### src/rtl/btn_switch_reader.sv
// btn_switch_reader
//   Reads push-buttons and DIP switches. Each input passes through a 2-flop
//   synchroniser, then a time-based debounce, then press/release edge
//   detection. Debounced levels are exported directly. Edges are delivered
//   one at a time on a valid/ready event stream, lowest index first.
//
// Ports
//   clk_i        system clock (CLK_IN_MHZ MHz)
//   rst_i        synchronous, active-high reset
//   raw_i        asynchronous button/switch pins
//   level_o      debounced level per input, 1 = active
//   evt_valid_o  event available
//   evt_ready_i  consumer accepts the presented event
//   evt_idx_o    index of the input that changed
//   evt_press_o  1 = became active, 0 = became inactive
//   ovf_o        sticky: an edge was lost because its input already had an
//                unconsumed event
module btn_switch_reader #(
  parameter int   NUM_INPUTS     = 8,
  parameter int   CLK_IN_MHZ     = 125,
  parameter int   DEBOUNCE_US    = 10000,
  parameter logic INPUT_POLARITY = 1'b0,
  localparam int  IDX_W          = (NUM_INPUTS > 1) ? $clog2(NUM_INPUTS) : 1
) (
  input  logic                  clk_i,
  input  logic                  rst_i,
  input  logic [NUM_INPUTS-1:0] raw_i,
  output logic [NUM_INPUTS-1:0] level_o,
  output logic                  evt_valid_o,
  input  logic                  evt_ready_i,
  output logic [IDX_W-1:0]      evt_idx_o,
  output logic                  evt_press_o,
  output logic                  ovf_o
);

  localparam int PW = (CLK_IN_MHZ > 1) ? $clog2(CLK_IN_MHZ) : 1;
  localparam int CW = $clog2(DEBOUNCE_US + 1);

  localparam logic [NUM_INPUTS-1:0] IDLE_RAW = {NUM_INPUTS{~INPUT_POLARITY}};
  localparam logic [NUM_INPUTS-1:0] POL_VEC  = {NUM_INPUTS{INPUT_POLARITY}};

  logic [NUM_INPUTS-1:0] sync1;
  logic [NUM_INPUTS-1:0] sync2;
  logic [NUM_INPUTS-1:0] act_s;
  logic [PW-1:0]         presc;
  logic                  tick;
  logic [CW-1:0]         cnt [NUM_INPUTS];
  logic [NUM_INPUTS-1:0] toggle;
  logic [NUM_INPUTS-1:0] toggle_q;
  logic [NUM_INPUTS-1:0] level_nxt;
  logic [NUM_INPUTS-1:0] pend;
  logic [NUM_INPUTS-1:0] pend_nxt;
  logic [NUM_INPUTS-1:0] clr_vec;
  logic                  load;
  logic                  sel_found;
  logic [IDX_W-1:0]      sel_idx;
  logic                  sel_press;
  logic                  ovf_set;

  // Synchroniser; idle level on reset so no spurious edge follows release.
  always_ff @(posedge clk_i) begin
    if (rst_i) begin
      sync1 <= IDLE_RAW;
      sync2 <= IDLE_RAW;
    end else begin
      sync1 <= raw_i;
      sync2 <= sync1;
    end
  end

  assign act_s = ~(sync2 ^ POL_VEC);

  // Shared 1 us prescaler.
  assign tick = (presc == PW'(CLK_IN_MHZ - 1));

  always_ff @(posedge clk_i) begin
    if (rst_i) begin
      presc <= '0;
    end else if (tick) begin
      presc <= '0;
    end else begin
      presc <= presc + PW'(1);
    end
  end

  // A level change is accepted on the tick that completes DEBOUNCE_US
  // consecutive microseconds of disagreement.
  always_comb begin
    toggle = '0;
    for (int i = 0; i < NUM_INPUTS; i++) begin
      toggle[i] = (act_s[i] != level_o[i]) && tick &&
                  (cnt[i] == CW'(DEBOUNCE_US - 1));
    end
  end

  assign level_nxt = level_o ^ toggle;

  always_ff @(posedge clk_i) begin
    if (rst_i) begin
      for (int i = 0; i < NUM_INPUTS; i++) begin
        cnt[i] <= '0;
      end
      level_o  <= '0;
      toggle_q <= '0;
    end else begin
      for (int i = 0; i < NUM_INPUTS; i++) begin
        if (act_s[i] == level_o[i]) begin
          cnt[i] <= '0;
        end else if (tick) begin
          if (toggle[i]) begin
            cnt[i] <= '0;
          end else begin
            cnt[i] <= cnt[i] + CW'(1);
          end
        end
      end
      level_o  <= level_nxt;
      toggle_q <= toggle;
    end
  end

  // Lowest-index pending selection. The reported polarity uses level_nxt so
  // a second toggle landing in the load cycle reports the newest level.
  assign load = !evt_valid_o || evt_ready_i;

  always_comb begin
    sel_found = 1'b0;
    sel_idx   = '0;
    sel_press = 1'b0;
    clr_vec   = '0;
    for (int i = 0; i < NUM_INPUTS; i++) begin
      if (pend[i] && !sel_found) begin
        sel_found  = 1'b1;
        sel_idx    = IDX_W'(i);
        sel_press  = level_nxt[i];
        clr_vec[i] = load;
      end
    end
  end

  // Set wins over clear; a set on a still-pending bit loses an edge.
  assign pend_nxt = (pend & ~clr_vec) | toggle_q;
  assign ovf_set  = |(toggle_q & pend & ~clr_vec);

  always_ff @(posedge clk_i) begin
    if (rst_i) begin
      pend        <= '0;
      evt_valid_o <= 1'b0;
      evt_idx_o   <= '0;
      evt_press_o <= 1'b0;
      ovf_o       <= 1'b0;
    end else begin
      pend <= pend_nxt;
      if (ovf_set) begin
        ovf_o <= 1'b1;
      end
      if (load) begin
        evt_valid_o <= sel_found;
        if (sel_found) begin
          evt_idx_o   <= sel_idx;
          evt_press_o <= sel_press;
        end
      end
    end
  end

endmodule
### config.mk
export PLATFORM = sky130hd
export DESIGN_NAME = btn_switch_reader
export DESIGN_NICKNAME = d
export VERILOG_FILES = /design/src/rtl/btn_switch_reader.sv
export SDC_FILE = /design/constraint.sdc
export NUM_CORES = 1
export LEC_CHECK = 0
export ABC_AREA = 1
export ABC_CLOCK_PERIOD_IN_PS = 1980
export BUFFER_PORTS_ARGS = -buffer_cell sky130_fd_sc_hd__buf_4
export CORE_ASPECT_RATIO = 0.75
export CORE_MARGIN = 4
export CORE_UTILIZATION = 50
export CTS_BUF_LIST = sky130_fd_sc_hd__clkbuf_2 sky130_fd_sc_hd__clkbuf_4 sky130_fd_sc_hd__clkbuf_8
export DETAILED_ROUTE_END_ITERATION = 8
export HOLD_SLACK_MARGIN = 0.08
export PLACE_DENSITY = 0.69
export SLEW_MARGIN = 30
export SYNTH_ARGS = -nofsm -noshare
export SYNTH_HDL_FRONTEND = slang
export SYNTH_SLANG_ARGS = --single-unit
### constraint.sdc
create_clock -name clk_i -period 1.98 [get_ports clk_i]
set_clock_uncertainty 0.2 [all_clocks]
set_input_delay 0.396 -clock clk_i [delete_from_list [all_inputs] [get_ports clk_i]]
set_output_delay 0.396 -clock clk_i [all_outputs]
set_load 0.03 [all_outputs]
==> impl_metrics.py <==
metrics = {
    "yosys": {
        "yosys_warnings": 0,
        "avgSynthCellArea_um2": 8.85,
        "syn_nets": 970,
        "ys_ff_latch": 165,
        "syn-instance-count": 949,
        "synth_area_leaders": "edfxtp_1 (40%), dfxtp_1 (13%), nor2_1 (6.7%), nand2_1 (5.6%), inv_1 (5.5%)",
        "synth_cell_type_count": 48,
        "syn_area_um2": 8400,
        "yosys.area.top_type_share": 0.400,
        "synth_top_cell_by_area": "edfxtp_1",
        "seq_area_frac_synth": 0.527,
    },
    "floorplanning": {
        "start_util": 0.516,
        "fp-row-count": 40,
        "die_h_um": 120,
        "core_area_um2": 16300,
        "chipWidth_um": 158,
        "die_area_um2": 19000,
        "io_pins": 25,
    },
    "run": {
        "max_cap_viol_count": 0,
    },
    "sta": {
        "timing.hold.ws_ns": 0.207,
        "setup_ws_ns": -0.0776,
        "period_needed_ns": 2.06,
        "clock.fmax_ghz": 0.486,
        "worst_pin_slew_ns": 0.476,
        "slew_violations": 0,
        "setup_viol": 42,
        "relSlewSlack": 0.682,
        "post-route-period-util": 1.04,
        "finalHoldViolCount": 0,
        "rsz0062_at_grt": "true",
    },
    "setup_path": {
        "slowest_delay_ns": 0.43,
        "r2r_slack_ns": -0.08,
        "rr_worst_depth": 11,
        "end_kind": "register",
        "path_delay_family": "simple AND/OR/NAND/NOR gates",
        "startpoint": "cnt[0][42]",
        "crit_end": "cnt[0][54]",
        "crit_slowest_cell": "edfxtp_1",
        "r2r-start": "cnt[0][42]",
        "cp.required_ns": 2.02,
        "path_class": "register to register",
        "critPathArrivalTime_ns": 2.10,
        "cp-start-kind": "register",
        "path_buf_inv": 2,
        "crit_chain": "ha_2 > nand2_2 > nor2_4 > inv_2 > nor2_4 > nand2_2 > nor3_4 > nand3_1 > xnor2_1 > nand2_1 > inv_1",
        "crit_fanout": 3,
        "timing.rr.end": "cnt[0][54]",
        "cp.depth": 11,
    },
    "cells_and_area": {
        "nNetsFinal": 1140,
        "antenna_cells": 0,
        "syn_to_final_growth_pct": 34.7,
        "fillCellCount": 1211,
        "utilization": 0.696,
        "final_layout_size_suffix_gt1_frac": 0.386,
        "instances_no_fill": 1342,
    },
    "power_and_ir_drop": {
        "power.leakage_uw": 0.00435,
        "pwr-share-seq": 0.561,
        "p_sw_frac": 0.218,
        "p_comb_frac": 0.042,
        "internal-power_uw": 5280,
        "p_per_area_nw_per_um2": 597,
        "totalPowerFinal_uw": 6760,
        "power.switching_uw": 1480,
        "max-vdd-ir-drop_v": 0.000532,
        "clkPwrFrac": 0.397,
    },
    "drt": {
        "dr.first_iter.drc_count": 489,
        "post_drt_wl_per_cell_um": 14.6,
        "routed_wl_um": 19700,
        "viasPerCell": 5.18,
        "drcViolationCount": 0,
        "antenna_left": 0,
        "vias": 6956,
        "drtPass1Iterations": 5,
    },
    "clocking": {
        "cts_buffer_depth": 2,
        "path_clk_slew_ns": 0.09,
        "cts_num_sinks": 165,
        "cts-root-buf": "clkbuf_8",
        "cts_htree_levels": 4,
        "cts_tree": "yes",
        "clk_latency_ns": 0.47,
        "cts_buffers": 17,
    },
    "place": {
        "gp_congestion": 0.822,
        "dpl.cell_count": 1248,
        "dp_hpwl_um": 12100,
        "place.port_buffers": 24,
    },
    "grt": {
        "antenna_found_initial": 0,
        "grt_max_degree": 27,
        "grt_pass1_wl_um": 28600,
        "grt-ovfl-total": 0,
        "grt_pass1_vias": 6072,
        "grt_usage": 0.186,
    },
    "status": {
        "violations": "setup timing",
        "status": "complete, but fails checks",
    },
    "hold_path": {
        "holdCritPathClass": "register to register",
    },
}
[placed cells by master (no fill, tap or decap), drive strengths merged]
cell,n
nand4,18
edfxtp,112
xnor2,7
and3,2
nor4,13
ha,10
o21a,7
dlygate4sd3,9
a31oi,4
o211ai,1
o21bai,3
nand2,130
clkbuf,22
clkinvlp,2
inv,139
nor3b,13
a211oi,5
xor2,22
nand3,54
a21oi,75
o2111ai,1
o21ai,30
clkinv,5
nand3b,5
nor3,41
nor2,167
bufinv,4
buf,151
or3,1
or2,26
dfxtp,53
[flip-flops by register name (all words and copies together) (netlist names)]
register,count
cnt,112
evt_idx_o,3
evt_press_o,1
evt_valid_o,1
level_o,8
ovf_o,1
pend,8
presc,7
sync1,8
sync2,8
toggle_q,8
[metrics by stage]
stage	setup WS (ns)	setup TNS, ns	area, um2
finish	-0.0776	-1.10	11300
CTS	-0.0119	-0.116	10100
global route	-0.194	-8.40	11300
floorplan	0.0172	0	8420
detailed placement	-0.0979	-4.37	9470
global placement	-0.0467	-1.60	9470
[routing by layer]
layer	vias up	part of all wire	GRT usage
met4	0	0.014	0.0607
li1	3527	-	-
met2	150	0.47	0.279
met1	3255	0.47	0.268
met5	-	0	0
met3	24	0.039	0.0433
[cell type report]
cell class,count,area [um2],area share
Inverter,139,532,0.0470
Tap cell,210,263,0.0232
Clock buffer,21,270,0.0239
Clock inverter,11,158,0.0139
Sequential cell,165,4430,0.391
Multi-Input combinational cell,635,4280,0.378
Timing Repair Buffer,161,1390,0.123
[power by group through the flow]
stage	sequential, uW	clock, uW	combinational [uW]
finish	3790	2680	287
global route	3800	2890	315
CTS	3780	2720	240
detailed placement	3860	0	217
global placement	3860	0	215
floorplan	3850	0	129
[cells in the mapped netlist, drive strengths merged]
cell and n:
nand2 130, inv 138, dfxtp 53, o2111ai 1, nor4 13, clkbuf 6, o21ai 30, o21a 7
or2 24, o211ai 1, nor2 167, clkinv 1, nor3b 13, xor2 22, a211oi 5, nand3b 5
o21bai 3, a21oi 75, edfxtp 112, xnor2 7, or3 1, buf 7, nand4 17, and3 2
nor3 41, ha 10, nand3 54, a31oi 4
[what timing repair did]
action	4_1_cts	5_1_grt
resized for setup	21	225
cloned	2	2
hold endpoints to repair	10	0
endpoints found under the setup margin	94	170
setup buffers	4	47
hold buffers	9	0
pin swaps	7	81
[how the worst min path moves through the flow]
| stage | from | to | slack (ns) | cells past startpoint |
|---|---|---|---|---|
| after floorplan | sync1[0] | sync2[0] | 0.19 | 1 |
| after global placement | sync1[2] | sync2[2] | 0.19 | 1 |
| after detailed placement | sync1[6] | sync2[6] | 0.20 | 1 |
| after CTS | evt_ready_i | pend[0] | 0.18 | 5 |
| after global routing | evt_ready_i | pend[0] | 0.21 | 5 |
| final | sync1[1] | sync2[1] | 0.21 | 1 |
[kinds of logic after synthesis]
kind of cell | synth area share
buf+inv | 0.0699
simple gates | 0.276
fa+ha+maj | 0.0149
compound gates | 0.0819
xor+xnor | 0.0311
flops | 0.527
(Power assumes the default switching activity.)
